`config.mk`:
```
export PLATFORM = sky130hd
export DESIGN_NAME = serial_parity_framer
export DESIGN_NICKNAME = d
export VERILOG_FILES = /design/src/rtl/serial_parity_pkg.sv /design/src/rtl/parity_calc.sv /design/src/rtl/serial_parity_framer.sv
export SDC_FILE = /design/constraint.sdc
export NUM_CORES = 1
export LEC_CHECK = 0
export ABC_AREA = 1
export ABC_CLOCK_PERIOD_IN_PS = 2500
export BUFFER_PORTS_ARGS = -buffer_cell sky130_fd_sc_hd__buf_4
export CORE_UTILIZATION = 50
export CTS_BUF_LIST = sky130_fd_sc_hd__clkbuf_16
export DETAILED_ROUTE_END_ITERATION = 7
export PLACE_DENSITY = 0.68
export SLEW_MARGIN = 10
export SYNTH_ARGS = -nofsm -noshare
export SYNTH_HDL_FRONTEND = slang
export SYNTH_SLANG_ARGS = --single-unit
```
`constraint.sdc`:
```
create_clock -name clk -period 2.5 [get_ports clk]
set_input_delay 0.5 -clock clk [delete_from_list [all_inputs] [get_ports clk]]
set_output_delay 0.5 -clock clk [all_outputs]
set_load 0.02 [all_outputs]
```
`src/rtl/serial_parity_pkg.sv`:
```
// -----------------------------------------------------------------------------
// serial_parity_pkg
// Shared types and helpers for the serial parity framer family.
//   state_e     : framer FSM states (IDLE, SHIFT, PARITY)
//   MODE_ODD    : mode encoding for odd parity
//   MODE_EVEN   : mode encoding for even parity
//   parity_bit  : parity bit for a zero-extended word under a given mode
// -----------------------------------------------------------------------------
package serial_parity_pkg;

    typedef enum logic [1:0] {
        IDLE   = 2'd0,
        SHIFT  = 2'd1,
        PARITY = 2'd2
    } state_e;

    localparam logic MODE_ODD  = 1'b1;
    localparam logic MODE_EVEN = 1'b0;

    // Widest word the helpers accept; narrower words are zero-extended.
    localparam int unsigned MAX_WIDTH = 32;

    // Odd mode returns ~^data, even mode returns ^data. Zero extension does
    // not change the reduction, so any width up to MAX_WIDTH works.
    function automatic logic parity_bit(input logic [MAX_WIDTH-1:0] data,
                                        input logic                 mode);
        return (^data) ^ mode;
    endfunction

endpackage

```
`src/rtl/parity_calc.sv`:
```
// -----------------------------------------------------------------------------
// parity_calc
// Combinational parity generator over a WIDTH-bit word with mode select.
// Shared by the framer and the future checker/deserialiser.
// Ports:
//   i_data   [WIDTH-1:0] in   word to reduce
//   i_odd               in   1 = odd parity, 0 = even parity
//   o_parity            out  parity bit for i_data under i_odd
// -----------------------------------------------------------------------------
module parity_calc
    import serial_parity_pkg::*;
#(
    parameter int unsigned WIDTH = 8
) (
    input  logic [WIDTH-1:0] i_data,
    input  logic             i_odd,
    output logic             o_parity
);

    logic [MAX_WIDTH-1:0] w_data_ext;

    assign w_data_ext = MAX_WIDTH'(i_data);
    assign o_parity   = parity_bit(w_data_ext, i_odd);

endmodule

```
`src/rtl/serial_parity_framer.sv`:
```
// -----------------------------------------------------------------------------
// serial_parity_framer
// Accepts a WIDTH-bit word over valid/ready and emits it LSB-first, one bit per
// beat, followed by a parity bit (odd or even, chosen per word). Downstream
// has valid/ready backpressure; a new word can be accepted on the parity beat
// so consecutive frames run with no idle cycle.
// Ports:
//   clk            in   system clock, rising edge
//   reset          in   asynchronous, active-high reset
//   ip_valid       in   ip_data/odd_mode valid
//   ip_ready       out  word can be accepted this cycle (combinational)
//   ip_data        in   parallel data word [WIDTH-1:0]
//   odd_mode       in   1 = odd parity, 0 = even; sampled with ip_data
//   op             out  serial output bit
//   op_valid       out  op is valid
//   op_ready       in   downstream accepts op this cycle
//   op_last        out  high on the parity beat
//   parity_mode_o  out  mode of frame in flight; DEFAULT_ODD when idle
//   busy           out  high while a frame is in flight
// -----------------------------------------------------------------------------
module serial_parity_framer
    import serial_parity_pkg::*;
#(
    parameter int unsigned WIDTH       = 8,
    parameter bit          DEFAULT_ODD = 1'b1
) (
    input  logic             clk,
    input  logic             reset,
    input  logic             ip_valid,
    output logic             ip_ready,
    input  logic [WIDTH-1:0] ip_data,
    input  logic             odd_mode,
    output logic             op,
    output logic             op_valid,
    input  logic             op_ready,
    output logic             op_last,
    output logic             parity_mode_o,
    output logic             busy
);

    localparam int unsigned      CNT_W    = $clog2(WIDTH + 1);
    localparam logic [CNT_W-1:0] LAST_IDX = CNT_W'(WIDTH - 1);
    localparam logic [CNT_W-1:0] CNT_ONE  = CNT_W'(1);

    state_e           r_state,       w_state_next;
    logic [WIDTH-1:0] r_shift,       w_shift_next;
    logic [CNT_W-1:0] r_cnt,         w_cnt_next;
    logic             r_par_acc,     w_par_acc_next;
    logic             r_mode,        w_mode_next;
    logic             r_op,          w_op_next;
    logic             r_op_valid,    w_op_valid_next;
    logic             r_op_last,     w_op_last_next;
    logic             r_busy,        w_busy_next;
    logic             r_parity_mode, w_parity_mode_next;

    logic [WIDTH-1:0] w_shift_rsh;
    logic             w_ip_xor;
    logic             w_accept;
    logic             w_xfer;

    // Even-mode reduction gives the plain XOR of the incoming word; the frame's
    // mode is folded in only when the parity beat is formed.
    parity_calc #(
        .WIDTH (WIDTH)
    ) u_parity_calc (
        .i_data   (ip_data),
        .i_odd    (MODE_EVEN),
        .o_parity (w_ip_xor)
    );

    // Ready on the parity beat only if that beat transfers now, which frees the
    // shifter for the next word in the same edge.
    assign ip_ready    = (r_state == IDLE) || ((r_state == PARITY) && op_ready);
    assign w_accept    = ip_valid && ip_ready;
    assign w_xfer      = r_op_valid && op_ready;
    assign w_shift_rsh = r_shift >> 1;

    always_comb begin
        w_state_next       = r_state;
        w_shift_next       = r_shift;
        w_cnt_next         = r_cnt;
        w_par_acc_next     = r_par_acc;
        w_mode_next        = r_mode;
        w_op_next          = r_op;
        w_op_valid_next    = r_op_valid;
        w_op_last_next     = r_op_last;
        w_busy_next        = r_busy;
        w_parity_mode_next = r_parity_mode;

        case (r_state)
            IDLE: begin
                // Accept handled below.
            end

            SHIFT: begin
                if (w_xfer) begin
                    w_shift_next = w_shift_rsh;
                    w_cnt_next   = r_cnt + CNT_ONE;
                    if (r_cnt == LAST_IDX) begin
                        w_state_next   = PARITY;
                        w_op_next      = r_par_acc ^ r_mode;
                        w_op_last_next = 1'b1;
                    end else begin
                        w_op_next = w_shift_rsh[0];
                    end
                end
            end

            PARITY: begin
                if (w_xfer) begin
                    w_state_next       = IDLE;
                    w_shift_next       = '0;
                    w_cnt_next         = '0;
                    w_par_acc_next     = 1'b0;
                    w_mode_next        = DEFAULT_ODD;
                    w_op_next          = 1'b0;
                    w_op_valid_next    = 1'b0;
                    w_op_last_next     = 1'b0;
                    w_busy_next        = 1'b0;
                    w_parity_mode_next = DEFAULT_ODD;
                end
            end

            default: begin
                w_state_next = IDLE;
            end
        endcase

        // A new word overrides whatever the parity beat would have done.
        if (w_accept) begin
            w_state_next       = SHIFT;
            w_shift_next       = ip_data;
            w_cnt_next         = '0;
            w_par_acc_next     = w_ip_xor;
            w_mode_next        = odd_mode;
            w_op_next          = ip_data[0];
            w_op_valid_next    = 1'b1;
            w_op_last_next     = 1'b0;
            w_busy_next        = 1'b1;
            w_parity_mode_next = odd_mode;
        end
    end

    always_ff @(posedge clk or posedge reset) begin
        if (reset) begin
            r_state       <= IDLE;
            r_shift       <= '0;
            r_cnt         <= '0;
            r_par_acc     <= 1'b0;
            r_mode        <= DEFAULT_ODD;
            r_op          <= 1'b0;
            r_op_valid    <= 1'b0;
            r_op_last     <= 1'b0;
            r_busy        <= 1'b0;
            r_parity_mode <= DEFAULT_ODD;
        end else begin
            r_state       <= w_state_next;
            r_shift       <= w_shift_next;
            r_cnt         <= w_cnt_next;
            r_par_acc     <= w_par_acc_next;
            r_mode        <= w_mode_next;
            r_op          <= w_op_next;
            r_op_valid    <= w_op_valid_next;
            r_op_last     <= w_op_last_next;
            r_busy        <= w_busy_next;
            r_parity_mode <= w_parity_mode_next;
        end
    end

    assign op            = r_op;
    assign op_valid      = r_op_valid;
    assign op_last       = r_op_last;
    assign busy          = r_busy;
    assign parity_mode_o = r_parity_mode;

endmodule

```
==> flow_summary.toml <==
[sta]
slew-limit-headroom_pct = 54.9
finalHoldViolCount = 0
rsz0062_at_grt = "false"
setup-tns-final_ps = 0
fin_crit_sh_pct = 60.7
setup_viol = 0
maxSlewViolCount = 0
tightest_slew_ps = 676
final.min_clock_period_ps = 1520
max_freq_mhz = 659
worst_clock_skew_ps = 1.07

[floorplanning]
die_width_um = 50.3
die_area_um2 = 2530
fp.dieH_um = 50.3
core.rowCount = 17
io_pins = 19
coreArea_um2 = 2210
start_util_pct = 52.7

[placed_design]
post-dp-hpwl_um = 1720
postPlaceCellArea_um2 = 1300
routabilityCongestion = 0.814
portBuffers = 18

[global_route]
antenna_found_initial = 0
groute.usage.overall_pct = 21.3
grt_start_max_net_pins = 19
grt_pass1_vias = 1027
grt.overflow.total = 0
grt_pass1_wl_um = 4130

[logic_synthesis]
synthArstFlopShare_pct = 100
yosysSeqAreaShare_pct = 38.8
synth_top_area_share_pct = 36.5
yosys.area.top_type = "dfrtp_1"
synth_nets = 181
avgSynthCellArea_um2 = 6.98
synth.distinct_cells = 21
yosysWarnings = 0
synth-edff-count = 0
ys_dominant_reg_cell = "dfrtp_1"
synth_area_leaders = "dfrtp_1 (37%), nand2_1 (24%), inv_1 (5.8%)"
synthCells = 167
ys_ff_latch = 18
synth_area_um2 = 1160

[clocking]
cts-htree-levels = 1
clock_latency_ps = 240
cts_made_buffers = 3
clock_sinks = 18
cts_hold_buf = 0
root_buffer = "clkbuf_16"
clock_tree.buffer_depth = 2
path_clk_slew_ps = 50
post_cts_buffers = 0
cts_tree = "done"
cts_resized = 0

[finish]
final_common_cell = "nand2_1"
n_fill_cell = 223
nNetsFinal = 200
design_area_um2 = 1380
n_antenna_cell = 0
final_cell_mix = "nand2_1 (73), buf_4 (19), inv_1 (18)"
area_growth_pct = 18.2
drive_gt1_share_pct = 19.5

[critical_path]
end_kind = "output pin"
cpPeakStageDelay_ps = 440
worstPathArrival_ps = 1020
rr_startpoint = "r_state[0]"
critPathRequiredTime_ps = 2000
cp-start-kind = "flip-flop"
r2r_cells = 8
critPathSlowestCell = "dfrtp_1"
cp_max_fo = 6
r2r_setup_slack_ps = 1010
crit_type = "flip-flop to output pin"
worstPathCellList = "a21oi_1 -> buf_4"
r2r-end = "r_cnt[3]"

[routing]
routed_wl_um = 2270
routed.top_layer = "met4"
drtIter0Drc = 18
vias = 1049
wl_per_cell_um = 10.7
drcViolationCount = 0
vias_per_cell = 4.92
dr.pass1.iters = 4
wl_met2_um = 1140
met1_length_um = 1030
ant_nets = 0
wl_met3_um = 41

[worst_hold_path]
hold_class = "primary input to asynchronous set/reset pin"

[power]
power_density_nw_per_um2 = 1060
leakagePower_nw = 0.775
peakVddDrop_mv = 0.543

[run_status]
status = "complete, no violations"

[job]
drv_cap = 0
-- worst max-delay path, delay by kind of cell, from the launching register on --
kind / cells / cell delay, ps
AOI/OAI and AO/OA: 1 / 180
DFF: 1 / 440
buffers and inverters: 1 / 150
-- cell type report --
cell class | count | area, um^2 | share of cell area [%]
Clock buffer | 3 | 75.1 | 5.45
Multi-Input combinational cell | 124 | 593 | 43.1
Clock inverter | 1 | 3.75 | 0.273
Tap cell | 28 | 35.0 | 2.55
Sequential cell | 18 | 452 | 32.8
Timing Repair Buffer | 19 | 143 | 10.4
Inverter | 20 | 75.1 | 5.45
-- routing by layer --
layer  global-route usage [%]  vias to the layer above
met5                        0                        -
met4                     9.05                        0
met3                     3.64                        4
met2                     36.9                       17
met1                     25.6                      478
li1                         -                      550
-- how the worst max path moves through the flow --
stage,from,endpoint,slack (ps),cells past startpoint
2_1_floorplan,op_ready,ip_ready,1110,2
3_3_place_gp,ip_valid,r_cnt[3],910,8
5_1_grt,r_state[0],r_cnt[3],910,8
6_report,r_state[1],ip_ready,980,2
4_1_cts,r_state[1],ip_ready,970,2
3_5_place_dp,ip_valid,r_cnt[3],880,8
-- through the flow --
stage                     cells  hold WS, ps  utilization, %  setup slack (ps)  total power, mW
after floorplan             167          438               -              1110             1.02
after global placement      209          464            58.7               911             1.13
after detailed placement    209          470            58.7               879             1.14
after CTS                   213          389            62.2               971             1.47
after global routing        213          434            62.2               912             1.57
final                       213          361            62.2               982             1.45
-- sequential cells by signal, indices dropped and copies added (netlist names) --
signal and flops:
busy 1, op 1, op_last 1, parity_mode_o 1
r_cnt 4, r_par_acc 1, r_shift 7, r_state 2
-- kinds of logic (layout without fill, tap and decap cells) --
kind of cell / after synthesis / in the layout / share of synthesized area [%]
flip-flops: 18 / 18 / 38.8
AND/OR/NAND/NOR: 102 / 102 / 38.9
adder cells (fa/ha/maj): 1 / 1 / 1.07
AO/OA/AOI/OAI: 19 / 19 / 9.45
buffers and inverters: 25 / 43 / 10.3
XOR/XNOR: 2 / 2 / 1.50
-- report_power, final --
group / internal [mW] / total, mW / leakage, nW / switching (mW)
registers: 0.413 / 0.506 / 0.227 / 0.0932
logic: 0.252 / 0.634 / 0.509 / 0.382
clock network: 0.212 / 0.313 / 0.0385 / 0.100
-- synth_stat cells, types with 2 or more instances --
library cell  instances
o21ai_2               4
dfrtp_1              17
nand2_2               3
o21ai_1               2
nand2_1              73
inv_2                 2
buf_6                 2
inv_1                18
nand4_1               2
o21ai_0              12
nand2_4               2
nand3_1               7
xnor2_1               2
buf_4                 3
nor2_1               12
Power figures use the tool's default switching activity.
